--- src/rtl/video_pkg.sv ---
// Shared timing constants, axis phase type, bus bit positions and colour-bar table
// for the raster timing generator.
package video_pkg;

    localparam int TIM_H_ACTIVE = 1920;
    localparam int TIM_H_FP     = 88;
    localparam int TIM_H_SYNC   = 44;
    localparam int TIM_H_BP     = 148;
    localparam int TIM_V_ACTIVE = 1080;
    localparam int TIM_V_FP     = 4;
    localparam int TIM_V_SYNC   = 5;
    localparam int TIM_V_BP     = 36;
    localparam int TIM_CW       = 12;

    typedef enum logic [1:0] {
        PH_ACTIVE = 2'd0,
        PH_FP     = 2'd1,
        PH_SYNC   = 2'd2,
        PH_BP     = 2'd3
    } axis_phase_e;

    localparam int DE_B     = 2;
    localparam int VS_B     = 1;
    localparam int HS_B     = 0;
    localparam int HBLANK_B = 0;
    localparam int VBLANK_B = 1;

    // Entry 0 is the leftmost bar.
    localparam logic [7:0][23:0] BAR_COLOUR = {
        24'h000000, 24'h0000FF, 24'hFF0000, 24'hFF00FF,
        24'h00FF00, 24'h00FFFF, 24'hFFFF00, 24'hFFFFFF
    };

endpackage

--- src/rtl/video_axis_ctr.sv ---
// One raster axis: position counter with wrap plus an ACTIVE/FP/SYNC/BP phase FSM
// that always agrees with the count.
module video_axis_ctr
    import video_pkg::*;
#(
    parameter int ACTIVE = TIM_H_ACTIVE,
    parameter int FP     = TIM_H_FP,
    parameter int SYNC   = TIM_H_SYNC,
    parameter int BP     = TIM_H_BP,
    parameter int CW     = TIM_CW
) (
    input  logic          clk_i,
    input  logic          rst_i,
    input  logic          step_i,
    output logic [CW-1:0] cnt_o,
    output axis_phase_e   phase_o,
    output logic          wrap_o
);

    localparam logic [CW-1:0] LAST       = CW'(ACTIVE + FP + SYNC + BP - 1);
    localparam logic [CW-1:0] FP_START   = CW'(ACTIVE);
    localparam logic [CW-1:0] SYNC_START = CW'(ACTIVE + FP);
    localparam logic [CW-1:0] BP_START   = CW'(ACTIVE + FP + SYNC);

    logic [CW-1:0] cnt_q, cnt_d;
    axis_phase_e   phase_q, phase_d;

    always_comb begin
        cnt_d   = cnt_q;
        phase_d = phase_q;
        wrap_o  = step_i && (cnt_q == LAST);
        if (step_i) begin
            if (cnt_q == LAST) begin
                cnt_d   = '0;
                phase_d = PH_ACTIVE;
            end else begin
                cnt_d = cnt_q + CW'(1);
                // Phase moves on the count it is about to hold.
                case (phase_q)
                    PH_ACTIVE: if (cnt_d == FP_START)   phase_d = PH_FP;
                    PH_FP:     if (cnt_d == SYNC_START) phase_d = PH_SYNC;
                    PH_SYNC:   if (cnt_d == BP_START)   phase_d = PH_BP;
                    default:   phase_d = phase_q;
                endcase
            end
        end
    end

    always_ff @(posedge clk_i) begin
        if (rst_i) begin
            cnt_q   <= '0;
            phase_q <= PH_ACTIVE;
        end else begin
            cnt_q   <= cnt_d;
            phase_q <= phase_d;
        end
    end

    assign cnt_o   = cnt_q;
    assign phase_o = phase_q;

endmodule

--- src/rtl/video_timing_gen.sv ---
// Raster timing source: blank/sync/DE buses, coordinates, start-of-frame, frame count
// and colour-bar or pass-through video, all registered one cen-cycle behind the counters.
module video_timing_gen
    import video_pkg::*;
#(
    parameter int   H_ACTIVE = TIM_H_ACTIVE,
    parameter int   H_FP     = TIM_H_FP,
    parameter int   H_SYNC   = TIM_H_SYNC,
    parameter int   H_BP     = TIM_H_BP,
    parameter int   V_ACTIVE = TIM_V_ACTIVE,
    parameter int   V_FP     = TIM_V_FP,
    parameter int   V_SYNC   = TIM_V_SYNC,
    parameter int   V_BP     = TIM_V_BP,
    parameter logic HS_POL   = 1'b1,
    parameter logic VS_POL   = 1'b1,
    parameter int   CW       = TIM_CW
) (
    input  logic          clk_i,
    input  logic          rst_i,
    input  logic          cen_i,
    input  logic          pattern_en_i,
    input  logic [23:0]   vid_rgb_i,
    output logic [1:0]    vh_blank_o,
    output logic [2:0]    dvh_sync_o,
    output logic [23:0]   vid_rgb_o,
    output logic [CW-1:0] x_o,
    output logic [CW-1:0] y_o,
    output logic          sof_o,
    output logic [15:0]   frame_cnt_o
);

    localparam int            BAR_W      = H_ACTIVE / 8;
    localparam logic [CW-1:0] BAR_WC     = CW'(BAR_W);
    localparam logic [CW-1:0] BAR7_START = CW'(7 * BAR_W);

    logic [CW-1:0] h_cnt, v_cnt;
    axis_phase_e   h_phase, v_phase;
    logic          h_wrap, v_wrap;

    video_axis_ctr #(.ACTIVE(H_ACTIVE), .FP(H_FP), .SYNC(H_SYNC), .BP(H_BP), .CW(CW)) u_h_ctr (
        .clk_i  (clk_i),
        .rst_i  (rst_i),
        .step_i (cen_i),
        .cnt_o  (h_cnt),
        .phase_o(h_phase),
        .wrap_o (h_wrap)
    );

    video_axis_ctr #(.ACTIVE(V_ACTIVE), .FP(V_FP), .SYNC(V_SYNC), .BP(V_BP), .CW(CW)) u_v_ctr (
        .clk_i  (clk_i),
        .rst_i  (rst_i),
        .step_i (h_wrap),
        .cnt_o  (v_cnt),
        .phase_o(v_phase),
        .wrap_o (v_wrap)
    );

    logic [1:0]    vh_blank_q, vh_blank_d;
    logic [2:0]    dvh_sync_q, dvh_sync_d;
    logic [23:0]   vid_rgb_q, vid_rgb_d;
    logic [CW-1:0] x_q, x_d, y_q, y_d;
    logic          sof_q, sof_d;
    logic [15:0]   frame_cnt_q, frame_cnt_d;
    logic          at_origin_q, at_origin_d;
    logic          hblank, vblank, de;
    logic [2:0]    bar_idx;

    always_comb begin
        hblank = (h_phase != PH_ACTIVE);
        vblank = (v_phase != PH_ACTIVE);
        de     = !hblank && !vblank;
        if (h_cnt >= BAR7_START) bar_idx = 3'd7;
        else                     bar_idx = 3'(h_cnt / BAR_WC);

        vh_blank_d  = vh_blank_q;
        dvh_sync_d  = dvh_sync_q;
        vid_rgb_d   = vid_rgb_q;
        x_d         = x_q;
        y_d         = y_q;
        sof_d       = sof_q;
        frame_cnt_d = frame_cnt_q;
        at_origin_d = at_origin_q;
        if (cen_i) begin
            vh_blank_d[HBLANK_B] = hblank;
            vh_blank_d[VBLANK_B] = vblank;
            dvh_sync_d[DE_B]     = de;
            dvh_sync_d[VS_B]     = (v_phase == PH_SYNC) ? VS_POL : ~VS_POL;
            dvh_sync_d[HS_B]     = (h_phase == PH_SYNC) ? HS_POL : ~HS_POL;
            if (!de)               vid_rgb_d = 24'h000000;
            else if (pattern_en_i) vid_rgb_d = BAR_COLOUR[bar_idx];
            else                   vid_rgb_d = vid_rgb_i;
            x_d   = h_cnt;
            y_d   = v_cnt;
            sof_d = at_origin_q;
            if (at_origin_q) frame_cnt_d = frame_cnt_q + 16'd1;
            // The last pixel of the frame wraps both axes back to the origin.
            at_origin_d = v_wrap;
        end
    end

    always_ff @(posedge clk_i) begin
        if (rst_i) begin
            vh_blank_q  <= 2'b11;
            dvh_sync_q  <= {1'b0, ~VS_POL, ~HS_POL};
            vid_rgb_q   <= '0;
            x_q         <= '0;
            y_q         <= '0;
            sof_q       <= 1'b0;
            frame_cnt_q <= '0;
            at_origin_q <= 1'b1;
        end else begin
            vh_blank_q  <= vh_blank_d;
            dvh_sync_q  <= dvh_sync_d;
            vid_rgb_q   <= vid_rgb_d;
            x_q         <= x_d;
            y_q         <= y_d;
            sof_q       <= sof_d;
            frame_cnt_q <= frame_cnt_d;
            at_origin_q <= at_origin_d;
        end
    end

    assign vh_blank_o  = vh_blank_q;
    assign dvh_sync_o  = dvh_sync_q;
    assign vid_rgb_o   = vid_rgb_q;
    assign x_o         = x_q;
    assign y_o         = y_q;
    assign sof_o       = sof_q;
    assign frame_cnt_o = frame_cnt_q;

endmodule

--- config.mk ---
export PLATFORM = sky130hd
export DESIGN_NAME = video_timing_gen
export DESIGN_NICKNAME = d
export VERILOG_FILES = /design/src/rtl/video_pkg.sv /design/src/rtl/video_axis_ctr.sv /design/src/rtl/video_timing_gen.sv
export SDC_FILE = /design/constraint.sdc
export NUM_CORES = 1
export LEC_CHECK = 0
export ABC_CLOCK_PERIOD_IN_PS = 3700
export CORE_MARGIN = 5
export CORE_UTILIZATION = 30
export DETAILED_ROUTE_END_ITERATION = 10
export GPL_TIMING_DRIVEN = 0
export PLACE_DENSITY = 0.61
export SLEW_MARGIN = 10
export SYNTH_ARGS = -nofsm -noshare
export SYNTH_HDL_FRONTEND = slang
export SYNTH_SLANG_ARGS = --single-unit
--- constraint.sdc ---
create_clock -name clk_i -period 3.7 [get_ports clk_i]
set_clock_uncertainty 0.05 [all_clocks]
set_input_delay 0.555 -clock clk_i [delete_from_list [all_inputs] [get_ports clk_i]]
set_output_delay 0.555 -clock clk_i [all_outputs]
set_load 0.01 [all_outputs]
==> implementation parameters, run 1 <==
Parameter                              Value

Synth
  Share of the yosys chip area belonging to registers ... a little under two fifths
  Post-Synth Adder-Cell Area ... 3.71%
  Most area-consuming cells after synthesis ... sky130_fd_sc_hd__dfxtp_1 (38%), sky130_fd_sc_hd__nor2_1 (6.1%), sky130_fd_sc_hd__mux2i_1 (6.1%), sky130_fd_sc_hd__a21oi_1 (5.6%), sky130_fd_sc_hd__o21ai_0 (3.7%)
  Post-Synth Simple-Gate Area ... between 20% and 30%
  Async set or reset register ratio after synthesis ... 0%
  Syn. warnings ... 0
  Most used DFF post-synth ... sky130_fd_sc_hd__dfxtp_1
  Post-synth EDFFs ... 0
  Compound-cell area share of the yosys netlist ... 15.4%
  Post-synthesis cell area ... 0.00526 sq mm
  Top-area cell type share of the netlist area ... between 30% and 40%
  Xor-xnor portion of the synthesized cell area ... under 10%
  Library cell with the largest summed area after synthesis ... sky130_fd_sc_hd__dfxtp_1
  Syn_area_per_cell ... 8.12 sq um
  Number of distinct library cells after synthesis ... 69
  Main combinational cell family by area after synthesis ... simple AND/OR/NAND/NOR gates
  Net Count, Synth ... 690
  Multiplexer share of the synthesized area ... 6.38%
  Number of instances in the synthesized netlist ... around 650
  Register bit count reported by yosys ... between 90 and 100

Cells and area
  Storage element area ... 0.00198 sq mm
  Filler cell count ... around 1800
  Share of post-route cells with drive strength above 1 ... 5.13%
  Layout net count ... 797
  Area added between synthesis and finish ... 30.0%
  Final Core Density ... 39.6%
  # diodes ... 0
  Multi-input combinational cell area ... 0.00302 sq mm
  Leading cell type in the layout, fill and taps excluded ... sky130_fd_sc_hd__dfxtp_1
  Top library cells by usage in the layout, fill and taps aside ... sky130_fd_sc_hd__dfxtp_1 (99), sky130_fd_sc_hd__clkdlybuf4s50_1 (96), sky130_fd_sc_hd__nor2_1 (86)

Timing
  Post-layout min period ... 2.74 ns
  Share of the cycle needed by the critical path after routing ... between 70% and 80%
  Setup repair after global routing missed its margin ... no
  Final worst-path setup slack ... 0.958 ns
  Transition time of the tightest slew-check pin ... 0.665 ns
  Final Hold Fails ... 0
  Max-slew violation total from the final report ... 0
  Final sum of negative setup slack ... 0 ns
  Worst slew slack as a fraction of its limit ... a little under three fifths
  # setup viols final ... 0
  Tightest hold margin ... 0.422 ns
  Max Clk Rate ... ~0.36 GHz

Global route
  Wire length of the first global-routing pass ... 24.4 mm
  Largest net degree at the start of global routing ... 19
  Tot GR Track Use ... 14.8%
  Residual overflow from global routing ... 0
  Via count of the first global-routing pass ... 4666
  Antenna violations before repair ... 0

Floorplan
  Initial Utilization ... a little under a third
  Number of I/O pins ... 98
  Die width ... 142 um
  Die area ... 0.0203 sq mm
  Floorplan core area ... 0.0172 sq mm
  Rows ... 48
  Height of the die ... 142 um

Route
  Final routed wire length divided by cell count ... between 15 and 20 um
  Number of nets with antenna violations after detailed routing ... 0
  DR pass1 iterations ... 5
  Initial DRC Count ... 266
  Per-cell via count in the routed design ... 4.96
  Vias ... slightly below 5000
  Overall routed net length ... 14.9 mm
  Remaining DRCs ... 0

Setup path
  Critical path startpoint category ... register
  Required time of the critical path ... around 3.9 ns
  Crit Path Max Fanout ... 10
  CP Capture Type ... register
  Worst path arrival time ... 2.94 ns
  Critical path start-end classification ... reg2reg

Clock network
  Number of hold buffers added after CTS ... 0
  CTS Buf Count ... 9
  Clock-pin slew of the registers on the worst-case setup and hold paths ... 0.07 ns
  Clock insertion delay at the later pin of the skew report ... 0.36 ns
  Master cell of the clock root buffer ... sky130_fd_sc_hd__clkbuf_16
  Number of sinks driven by the clock tree ... 99
  Post CTS Setup Buffer Count ... 0
  Clock tree from TritonCTS ... done
  Buffer levels on the longest clock path ... 2
  Max H-tree Level ... 3
  CTS-repair resized insts ... 0

Pwr
  Post-route total power ... 0.00238 W
  Static Leak ... approximately 2.5 nW
  Maximum VDD drop ... 0.212 mV
  Pwr per Cell Area ... 348 mW/mm^2

Placement
  Global placer's final weighted congestion ... slightly below 0.9
  Worst setup slack before clock tree synthesis ... roughly 0.87 ns
  Half-perimeter wire length of the detailed placement result ... approximately 11 mm
  PortBufs ... 96

Flow run
  Number of maximum-capacitance constraint violations ... 0

Worst hold path
  Kind of path behind the tightest hold check ... reg2reg

Status
  Status ... finished clean
## kinds of logic after synthesis
logic type | count (synthesis)
compound gates | 134
buf+inv | 63
xor+xnor | 28
flops | 99
mux | 33
fa+ha+maj | 16
simple gates | 275
## per-layer routing
metal / vias to the layer above / GRT usage (%) / routed length (um)
met1: 2298 / 18.9 / 6760
met3: 15 / 4.13 / 815
met4: 0 / 3.40 / 170
met2: 118 / 25.0 / 7130
li1: 2459 / - / -
met5: - / 0 / 0
## stage by stage
stage / cells / instance area (sq um)
3_3_place_gp: 969 / 6500
5_1_grt: 985 / 6830
3_5_place_dp: 969 / 6500
2_1_floorplan: 648 / 5260
6_report: 985 / 6830
4_1_cts: 985 / 6830
## final timing paths
| check | start | end | depth (start not counted) | slack (ns) |
|---|---|---|---|---|
| max | u_h_ctr.cnt_o[0] | u_h_ctr.phase_o[0] | 8 | 0.96 |
| min | vid_rgb_o[14] | vid_rgb_o[14] | 2 | 0.42 |
| max reg2reg | u_h_ctr.cnt_o[0] | u_h_ctr.phase_o[0] | 8 | 0.96 |
| min reg2reg | vid_rgb_o[14] | vid_rgb_o[14] | 2 | 0.42 |
## cell usage after synthesis (all sizes together), types with 5 or more instances
cell type and instances:
nand2b 17, nor3b 5, clkbuf 37, nor2 87, dfxtp 99, o21ai 39, xnor2 11, or3 6
mux2i 32, nor2b 23, a31oi 5, nand3 20, nand4 16, a21oi 60, and4 6, buf 12
and2 11, and3 9, inv 14, ha 14, nor3 7, nand3b 7, nand2 46, xor2 17
## sequential cells by signal, summed over array words and instances, names as in the netlist, 2 cells and up
register,flops
x_o,12
u_h_ctr.phase_o,2
dvh_sync_o,3
vid_rgb_o,24
u_h_ctr.cnt_o,12
u_v_ctr.cnt_o,12
vh_blank_o,2
frame_cnt_o,16
y_o,12
u_v_ctr.phase_o,2
## where the power goes
group          leakage (nW)  internal, W  switching [W]
sequential            0.805      0.00109      0.0000173
clock                 0.160     0.000606       0.000455
combinational          1.52     0.000106       0.000103
## worst max-delay path: stages (launching register included)
cell and delay, ns:
sky130_fd_sc_hd__dfxtp_1 0.49, sky130_fd_sc_hd__ha_1 0.26, sky130_fd_sc_hd__clkbuf_1 0.43, sky130_fd_sc_hd__and3b_1 0.24, sky130_fd_sc_hd__o221ai_1 0.11, sky130_fd_sc_hd__a22oi_1 0.20
sky130_fd_sc_hd__o32ai_1 0.15, sky130_fd_sc_hd__a2111oi_4 0.38, sky130_fd_sc_hd__mux2_4 0.33
## layout make-up
class	count	share of cell area, %
flip-flops and latches	99	29.0
clock inverters	7	1.57
well taps	225	4.12
multi-input cells	486	44.2
plain buffers	49	2.97
repair buffers	96	14.1
inverters	14	0.769
clock buffers	9	3.30
(Power assumes the default switching activity.)
==> run 2, diff against run 1 <==
- ABC_CLOCK_PERIOD_IN_PS: 3700 -> 2700
- clock period: 3.7 -> 2.7 ns (I/O delays scaled with it)
==> run 2 against run 1 <==
Compared with the run above: worst hold slack about the same; largest cell class unchanged; highest routed layer unchanged; clock power up 37%; combinational power rose by 37%.
==> implementation parameters, run 2 (synthesis results as in run 1) <==
Parameter                              Value

Route
  Vias ... 4909
  Overall routed net length ... 14.9 mm
  Per-cell via count in the routed design ... about 5
  Number of nets with antenna violations after detailed routing ... 0
  Remaining DRCs ... 0
  DR pass1 iterations ... 5
  Initial DRC Count ... 267
  Final routed wire length divided by cell count ... 15.1 um

Cells and area
  # diodes ... 0
  Max FFs per register ... 24
  Top library cells by usage in the layout, fill and taps aside ... sky130_fd_sc_hd__dfxtp_1 (96), sky130_fd_sc_hd__clkdlybuf4s50_1 (96), sky130_fd_sc_hd__nor2_1 (86)
  Area added between synthesis and finish ... 30.1%
  Layout net count ... 797
  Final Core Density ... 39.7%
  Filler cell count ... approximately 1800
  Share of post-route cells with drive strength above 1 ... 5.79%

Timing
  Final worst-path setup slack ... around 0.15 ns
  Worst slew slack as a fraction of its limit ... 55.4%
  Final Hold Fails ... 0
  Max-slew violation total from the final report ... 0
  Post-layout min period ... 2.55 ns
  Share of the cycle needed by the critical path after routing ... 94.3%
  Setup repair after global routing missed its margin ... no
  Max Clk Rate ... 0.393 GHz
  Transition time of the tightest slew-check pin ... 0.661 ns
  Tightest hold margin ... 0.422 ns
  # setup viols final ... 0

Clock network
  Number of hold buffers added after CTS ... 0
  Buffer levels on the longest clock path ... 2
  Max H-tree Level ... 3
  Clock-pin slew of the registers on the worst-case setup and hold paths ... 0.07 ns
  Clock insertion delay at the later pin of the skew report ... 0.36 ns
  Number of sinks driven by the clock tree ... 99
  Master cell of the clock root buffer ... sky130_fd_sc_hd__clkbuf_16
  Clock tree from TritonCTS ... done
  CTS Buf Count ... 9

Global route
  Via count of the first global-routing pass ... 4666
  Largest net degree at the start of global routing ... 19
  Residual overflow from global routing ... 0
  Wire length of the first global-routing pass ... 24.4 mm
  Antenna violations before repair ... 0
  Tot GR Track Use ... 14.8%

Worst hold path
  Kind of path behind the tightest hold check ... reg2reg

Setup path
  Required time of the critical path ... 2.90 ns
  Worst path arrival time ... 2.75 ns
  Crit Path Max Fanout ... 8
  Critical path startpoint category ... register
  CP Capture Type ... register
  Critical path start-end classification ... reg2reg

Pwr
  Switching share of total power ... 24.2%
  Static Leak ... ~2.5 nW
  Clock group share of total power ... 44.6%
  Cell internal pwr ... 0.00247 W
  Maximum VDD drop ... roughly 0.29 mV
  Part of the power in combinational logic ... 8.8%
  Post-route total power ... 0.00326 W
  Switching component of the power ... 0.000788 W
  Pwr per Cell Area ... 477 mW/mm^2
  Fraction of power consumed by sequential logic ... 46.6%

Floorplan
  Die width ... 142 um
  Rows ... 48
  Floorplan core area ... ~0.017 sq mm
  Height of the die ... 142 um
  Initial Utilization ... between 30 and 40%
  Number of I/O pins ... approximately 100
  Die area ... around 0.020 sq mm

Placement
  PortBufs ... 96
  Half-perimeter wire length of the detailed placement result ... between 10 and 15 mm
  Global placer's final weighted congestion ... roughly 0.89
  Worst setup slack before clock tree synthesis ... -0.0225 ns

Flow run
  Number of maximum-capacitance constraint violations ... 0

Status
  Status ... finished clean
run 2: cell counts in the layout (fill, tap and decap cells not counted):
No cell type changed its count.
run 2: path summary, 6_finish.rpt:
check / to / depth (start not counted) / start / slack (ns)
worst min register to register: vid_rgb_o[14] / 2 / vid_rgb_o[14] / 0.42
worst max register to register: u_h_ctr.phase_o[0] / 7 / u_h_ctr.cnt_o[0] / 0.15
worst min-delay path: vid_rgb_o[14] / 2 / vid_rgb_o[14] / 0.42
worst max-delay path: u_h_ctr.phase_o[0] / 7 / u_h_ctr.cnt_o[0] / 0.15
run 2: timing repair:
action,CTS,global route
resized for setup,1,5
setup endpoints to repair,1,4
setup buffers,0,0
hold endpoints to repair,0,0
run 2: power groups by stage:
stage                     clock (W)  combinational, W  sequential [W]
after floorplan                   0          0.000121         0.00157
after global placement            0          0.000289         0.00155
after detailed placement          0          0.000290         0.00156
after CTS                   0.00151          0.000292         0.00152
after global routing        0.00156          0.000316         0.00153
final                       0.00145          0.000287         0.00152
run 2: cell type report:
cell class	count	area, sq um	area share [%]
clock inverter	7	108	1.57
buffer	49	205	3.00
multi-input combinational	486	3020	44.2
clock buffer	9	225	3.29
sequential	99	1990	29.0
tap	225	282	4.12
timing repair buffer	96	961	14.0
inverter	14	52.6	0.768
run 2: routing by layer:
metal / GRT usage, % / part of all wire, % / vias up
met1: 18.9 / 45 / 2303
li1: - / - / 2461
met3: 4.13 / 5.8 / 17
met5: 0 / 0 / -
met2: 25.0 / 48 / 128
met4: 3.40 / 1.3 / 0
run 2: critical path: stages, from the launching register on:
cell and delay [ns]:
sky130_fd_sc_hd__dfxtp_2 0.41, sky130_fd_sc_hd__ha_1 0.22, sky130_fd_sc_hd__nor3b_2 0.23, sky130_fd_sc_hd__or4b_1 0.48
sky130_fd_sc_hd__a21oi_2 0.14, sky130_fd_sc_hd__o211ai_2 0.13, sky130_fd_sc_hd__a2111oi_4 0.45, sky130_fd_sc_hd__mux2_4 0.33
run 2: stage by stage:
step           std cells  cell area, sq um  TNS [ns]
2_1_floorplan        648              5260         0
3_3_place_gp         969              6500   -0.0375
3_5_place_dp         969              6500   -0.0225
4_1_cts              985              6840         0
5_1_grt              985              6840         0
6_report             985              6840         0
